### config.mk
export PLATFORM = sky130hd
export DESIGN_NAME = input_conditioner
export DESIGN_NICKNAME = d
export VERILOG_FILES = /design/src/rtl/input_cond_pkg.sv /design/src/rtl/input_conditioner_debounce_ch.sv /design/src/rtl/input_conditioner.sv
export SDC_FILE = /design/constraint.sdc
export NUM_CORES = 1
export LEC_CHECK = 0
export CORE_ASPECT_RATIO = 1.75
export CORE_MARGIN = 8
export CORE_UTILIZATION = 59
export DETAILED_ROUTE_END_ITERATION = 10
export HOLD_SLACK_MARGIN = 0.12
export PLACE_DENSITY = 0.87
export SLEW_MARGIN = 20
export SYNTH_ARGS = -nofsm -noshare
export SYNTH_HDL_FRONTEND = slang
export SYNTH_HIERARCHICAL = 1
export SYNTH_SLANG_ARGS = --single-unit
### constraint.sdc
create_clock -name OSC_FPGA -period 2.09 [get_ports OSC_FPGA]
set_input_delay 0.209 -clock OSC_FPGA [delete_from_list [all_inputs] [get_ports OSC_FPGA]]
set_output_delay 0.209 -clock OSC_FPGA [all_outputs]
set_load 0.005 [all_outputs]
### src/rtl/input_cond_pkg.sv
// input_cond_pkg: shared constants and helpers for the input conditioner.
// Optional feature macro used by the design: INPUT_COND_PRESS_CNT_EN.
package input_cond_pkg;

    // Channel mapping on the LogiPi board
    localparam int CH_PB0 = 0;
    localparam int CH_PB1 = 1;
    localparam int CH_SW0 = 2;
    localparam int CH_SW1 = 3;

    localparam int N_CH_DEFAULT        = 4;
    localparam int DEBOUNCE_10MS_50MHZ = 500000;
    localparam int PRESS_CNT_W         = 2;

    // Debounce counter width: clog2 of the cycle count, never below one bit
    function automatic int cnt_width(input int cycles);
        int w;
        w = $clog2(cycles);
        return (w < 1) ? 1 : w;
    endfunction

endpackage

### src/rtl/input_conditioner_debounce_ch.sv
// debounce_ch: one input channel -- 2-flop synchroniser, debounce counter,
// stable-state register, registered edge pulses and, when
// INPUT_COND_PRESS_CNT_EN is defined, a wrapping 2-bit press counter.
module debounce_ch
    import input_cond_pkg::*;
#(
    parameter int   DEBOUNCE_CYCLES = DEBOUNCE_10MS_50MHZ,
    parameter logic RESET_LEVEL     = 1'b0
) (
    input  logic                   i_clk,
    input  logic                   i_rst,
    input  logic                   i_raw,
    output logic                   o_clean,
    output logic                   o_rise,
    output logic                   o_fall,
    output logic [PRESS_CNT_W-1:0] o_press_cnt
);

    localparam int               CNT_W   = cnt_width(DEBOUNCE_CYCLES);
    localparam logic [CNT_W-1:0] CNT_MAX = CNT_W'(DEBOUNCE_CYCLES - 1);

    logic             r_sync1;
    logic             r_sync2;
    logic             r_stable;
    logic [CNT_W-1:0] r_cnt;
    logic             r_rise;
    logic             r_fall;
    logic             w_diff;
    logic             w_accept;

    // The synchronised level disagrees with the accepted level; once the
    // disagreement has lasted the full count, the new level is accepted.
    assign w_diff   = (r_sync2 != r_stable);
    assign w_accept = w_diff && (r_cnt == CNT_MAX);

    // Synchroniser, saturating debounce counter, stable level and edge pulses
    always_ff @(posedge i_clk) begin
        if (i_rst) begin
            r_sync1  <= RESET_LEVEL;
            r_sync2  <= RESET_LEVEL;
            r_stable <= RESET_LEVEL;
            r_cnt    <= '0;
            r_rise   <= 1'b0;
            r_fall   <= 1'b0;
        end else begin
            r_sync1 <= i_raw;
            r_sync2 <= r_sync1;
            r_rise  <= 1'b0;
            r_fall  <= 1'b0;
            if (!w_diff) begin
                r_cnt <= '0;
            end else if (w_accept) begin
                r_stable <= r_sync2;
                r_cnt    <= '0;
                r_rise   <= r_sync2;
                r_fall   <= !r_sync2;
            end else begin
                r_cnt <= r_cnt + CNT_W'(1);
            end
        end
    end

`ifdef INPUT_COND_PRESS_CNT_EN
    logic [PRESS_CNT_W-1:0] r_press;

    // Count accepted rising edges; wraps naturally at the counter width
    always_ff @(posedge i_clk) begin
        if (i_rst) begin
            r_press <= '0;
        end else if (w_accept && r_sync2) begin
            r_press <= r_press + PRESS_CNT_W'(1);
        end
    end

    assign o_press_cnt = r_press;
`else
    assign o_press_cnt = '0;
`endif

    assign o_clean = r_stable;
    assign o_rise  = r_rise;
    assign o_fall  = r_fall;

endmodule

### src/rtl/input_conditioner.sv
// input_conditioner: synchronises, debounces and edge-detects N_CH raw
// button/switch pins. Press counters exist only when INPUT_COND_PRESS_CNT_EN
// is defined; otherwise PRESS_CNT is tied to zero with the same port list.
module input_conditioner
    import input_cond_pkg::*;
#(
    parameter int   N_CH            = N_CH_DEFAULT,
    parameter int   DEBOUNCE_CYCLES = DEBOUNCE_10MS_50MHZ,
    parameter logic RESET_LEVEL     = 1'b0
) (
    input  logic                          OSC_FPGA,
    input  logic                          RST,
    input  logic [N_CH-1:0]               RAW_IN,
    output logic [N_CH-1:0]               CLEAN,
    output logic [N_CH-1:0]               RISE,
    output logic [N_CH-1:0]               FALL,
    output logic [PRESS_CNT_W*N_CH-1:0]   PRESS_CNT
);

    // One fully independent channel per input pin
    for (genvar g = 0; g < N_CH; g++) begin : g_ch
        debounce_ch #(
            .DEBOUNCE_CYCLES (DEBOUNCE_CYCLES),
            .RESET_LEVEL     (RESET_LEVEL)
        ) u_ch (
            .i_clk       (OSC_FPGA),
            .i_rst       (RST),
            .i_raw       (RAW_IN[g]),
            .o_clean     (CLEAN[g]),
            .o_rise      (RISE[g]),
            .o_fall      (FALL[g]),
            .o_press_cnt (PRESS_CNT[PRESS_CNT_W*g +: PRESS_CNT_W])
        );
    end

endmodule

==> Yosys cells after proc, flatten, opt, wreduce, memory -nomap -nowiden <==
Index checks and enable logic that the tools add are counted.
{ "totals": {"word_cells": 64, "mem_count": 0, "mem_bits_ro": 0, "register_bits": 96, "latchBits": 0, "mem_bits_rw": 0} }
{ "classes": {"muxes": 0, "bitwise_logic": 8, "reduce_logical": 20, "shifts": 0, "n_div": 0, "multipliers": 0, "n_lt_le_gt_ge": 0, "n_addsub": 4, "eq_ne": 8} }
{ "ops": {"columns": ["operator", "n"], "rows": [
  ["19-bit by 1-bit adder with 19-bit output, second input constant", 4],
  ["19-bit == test, second input constant", 4],
  ["3-bit OR reduction", 8],
  ["1-bit NOT", 8],
  ["2-bit AND reduction", 4],
  ["1-bit logical AND", 4],
  ["1-bit logical NOT", 4],
  ["1-bit != test", 4]
]} }

==> Longest topological paths before layout <==
{ "depth": {"depth_word": 4, "mapped_depth": 7, "ltp_nobuf": 5} }

==> Hierarchy <==
Netlist, hierarchy kept.
{ "by_module_without_submodules": {"columns": ["module", "cells_per_inst", "instances", "area_per_inst_um2", "seq_area_each_um2"], "rows": [
  ["debounce_ch", 120, 4, 1087.3, 480.5]
]} }

==> Worst setup path after synthesis <==
Ideal clock, no wire load.
{ "synth_timing": {"kind": "register to register", "from": "register g_ch[0].u_ch.r_cnt[10]", "to": "register g_ch[0].u_ch.r_cnt[11]", "path_slack_ns": 0.436, "n_path_buf": 2, "arrival_time_ns": 1.539, "period_less_slack_ns": 1.654, "path_stages_with_launch": 7, "cell_sequence": "dfxtp_1 or4b_1 nor4b_2 a211o_1 buf_6 buf_12 nor2_1"} }
{ "synth_between": {"elab_chain_cells": 3, "word_cells_on_any_way": 4, "classes_between": "add/sub: 1; eq/ne: 1; reduce/logical: 2"} }
{ "synth_lines": {"columns": ["item", "line_no", "rtl"], "rows": [
  ["start, declared", "input_conditioner_debounce_ch.sv:25", "logic [CNT_W-1:0] r_cnt;"],
  ["start signal, assigned", "input_conditioner_debounce_ch.sv:58", "r_cnt <= r_cnt + CNT_W'(1);"],
  ["parallel branches: the longest is 3 deep, another holds 19-bit by 1-bit adder with 19-bit output", null, null]
]} }
Parallel ways; which one is timed is not known.
A chain may end at the register's enable or synchronous reset.

==> Worst setup path in the final report <==
{ "layout_timing": {"from": "register g_ch[2].u_ch.r_cnt[12]", "to": "register g_ch[2].u_ch.r_cnt[3]"} }
{ "layout_between": {"elab_chain_cells": 3} }
{ "layout_lines": {"columns": ["item", "line_no", "rtl"], "rows": [
  ["start, declared", "input_conditioner_debounce_ch.sv:25", null],
  ["start signal, assigned", "input_conditioner_debounce_ch.sv:58", null],
  ["19-bit == test", "input_conditioner_debounce_ch.sv:34", "assign w_accept = w_diff && (r_cnt == CNT_MAX);"],
  ["1-bit logical AND", "input_conditioner_debounce_ch.sv:34", null],
  ["3-bit OR reduction (no line)", null, null]
]} }
No other way between the ends.

==> metrics.txt <==
Hold WS 0.419 ns; status finished clean; TNS Setup 0 ns; final WL 9050 um; Worst EP required 2.32 ns; TritonCTS Buffers 9; CORE AREA 0.00718 mm^2; Nets between 500 and 600; largest net degree at the start of global routing 16; RD Place Congestion 0.953; FF-to-FF setup slack between 0.15 and 0.2 ns; Setup Crit Path Kind flip-flop to flip-flop; DP Cell Count 585; Reg area about 0.0019 mm^2; Starting DRT DRC Count 290; skew final 0.00510 ns; Yosys reg bits 96; vias in the first global route 3581; post-route cell area about 0.0049 mm^2; Post-Layout Cell Count 600; min Tclk post-route 1.91 ns; CP Launch Type flip-flop; Residual DRC 0; leakage 1.47 nW; Die Wd slightly above 80 um; DIE AREA 0.0105 mm^2; Slew @ Worst Pin 0.638 ns; detailed-route via count 3538; Synth cell types 29; vias per cell 5.90; Die Y 130 um; Cell Area, Placed roughly 0.0046 mm^2; Clock Latency Late Sink roughly 0.34 ns; boundary pin count 26; multi-input logic area ~0.0022 mm^2; Pre-Repair DR Iteration Count 8; Antenna Cells 0; Max Transition Viols Final 0; Avg Cell Area, Syn slightly above 9 um^2; Final Hold Vio Count 0; All-Layer GR Usage 18.6%; Detail Placement HPWL 6510 um; max cap viols 0; Max FO, Critical Path 13; Post-synth EDFFs 0; grt total ovfl 0; Synth Warn # 6; setup violators final 0; FILL cells 549; Longest Clk Path Bufs 2; clk slew on worst S/H paths 0.06 ns; Initial Utilization roughly three fifths; initial antenna violation count 0; P per Cell Area 742 mW/mm^2; fmax 525 MHz; most frequent cells in the layout nor2_1, dfxtp_1, xnor2_1, nand3_1; ys async rst share 0%; antenna-violating nets left 0; dominant cell type by area after synthesis dfxtp_1; hold-fix buffers at CTS 0; post-synth top area share 44.2%; Reg2Reg Depth 5; H-tree lvl count 3; layout cells sized above 1 7.39%; Gate Count Post-Synth between 400 and 500; peak supply drop ~0.80 mV; worst min path class input port to flip-flop; WL/cell 15.1 um; RSZ-0062 raised after global routing false; Seq/Total Area, Yosys 44.2%; relative slew slack 57.1%; CP endpoint kind flip-flop; TritonCTS clock tree built; most common flop cell mapped by yosys dfxtp_1; CTS sink cnt 96; Area Growth Syn to Fin 12.3%; final period utilization between 90% and 100%; Clock Root Buffer clkbuf_16; Port Buffer Count 17; Mapped Area 0.00435 mm^2; first-pass GRT wire length 15500 um; Core Util, Final 68.0%; Area contributors post-synth dfxtp_1, xnor2_1, nor2_1; row count 41; WP data arrival 2.13 ns; WHS Path Cells 2
## metal layers
metal / wire (um) / global-route usage [%] / vias to the layer above
li1: - / - / 1720
met1: 3340 / 17.3 / 1655
met2: 4990 / 34.3 / 129
met3: 472 / 5.55 / 34
met4: 249 / 10.4 / 0
met5: 0 / 0 / -
## state kept, by name (all words and copies together), names as in the netlist
register / flops
g_ch.u_ch/r_cnt: 76
g_ch.u_ch/o_rise: 4
g_ch.u_ch/r_sync1: 4
g_ch.u_ch/o_clean: 4
g_ch.u_ch/o_fall: 4
g_ch.u_ch/r_sync2: 4
## cell type report
class	count	share of cell area, %
Sequential cell	96	39.4
Clock inverter	5	1.67
Multi-Input combinational cell	352	44.7
Timing Repair Buffer	31	5.64
Inverter	20	1.54
Tap cell	86	2.20
Clock buffer	10	4.89
## power by group
group / switching [mW] / internal [mW] / leakage, nW
Combinational: 0.0290 / 0.0245 / 0.545
Sequential: 0.00689 / 1.84 / 0.775
Clock: 0.650 / 1.07 / 0.155
Total: 0.686 / 2.94 / 1.47
## Yosys cell counts (all sizes together), types with 8 or more instances
master,number
nor2b,12
nor4,20
nand2b,8
nand4bb,8
a21oi,12
nor2,96
dfxtp,96
inv,20
nand3,32
o21ai,8
nand4,20
nand2,12
xor2,16
and4,8
buf,16
nor3,12
xnor2,44
## path summary, 6_finish.rpt
check / startpoint / to
setup / recovery: g_ch[2].u_ch/r_cnt[12] / g_ch[2].u_ch/r_cnt[3]
hold / removal: RAW_IN[3] / g_ch[3].u_ch/r_sync1
setup reg to reg: g_ch[2].u_ch/r_cnt[12] / g_ch[2].u_ch/r_cnt[3]
hold reg to reg: g_ch[2].u_ch/r_sync1 / g_ch[2].u_ch/r_sync2
## worst max-delay path, cell delays in order, from the launching register on
cell and delay (ns):
dfxtp_1 0.37, or4bb_1 0.55, nor4_1 0.32, a211o_2 0.27, buf_4 0.21, nor2_1 0.07
## cells by family (layout without fill, tap and decap cells)
| kind of cell | count (synthesis) | count (layout) | synth area share [%] |
|---|---|---|---|
| compound gates | 28 | 28 | 3.91 |
| flops | 96 | 96 | 44.2 |
| mux | 4 | 4 | 0.921 |
| buf+inv | 36 | 66 | 5.98 |
| other cells | 4 | 8 | 0.345 |
| xor+xnor | 60 | 60 | 12.1 |
| fa+ha+maj | 4 | 4 | 1.15 |
| simple gates | 248 | 248 | 31.4 |
## through the flow
step / total power [mW] / setup WS (ns)
after floorplan: 1.93 / 0.436
after global placement: 1.94 / 0.306
after detailed placement: 1.94 / 0.189
after CTS: 3.66 / 0.120
after global routing: 3.75 / 0.0725
final: 3.62 / 0.185
## what timing repair did
| item | CTS | global route |
|---|---|---|
| resized for setup | 0 | 1 |
| setup endpoints to repair | 0 | 4 |
| setup buffers | 0 | 0 |
Note: power is estimated with default switching activity, not from simulation.
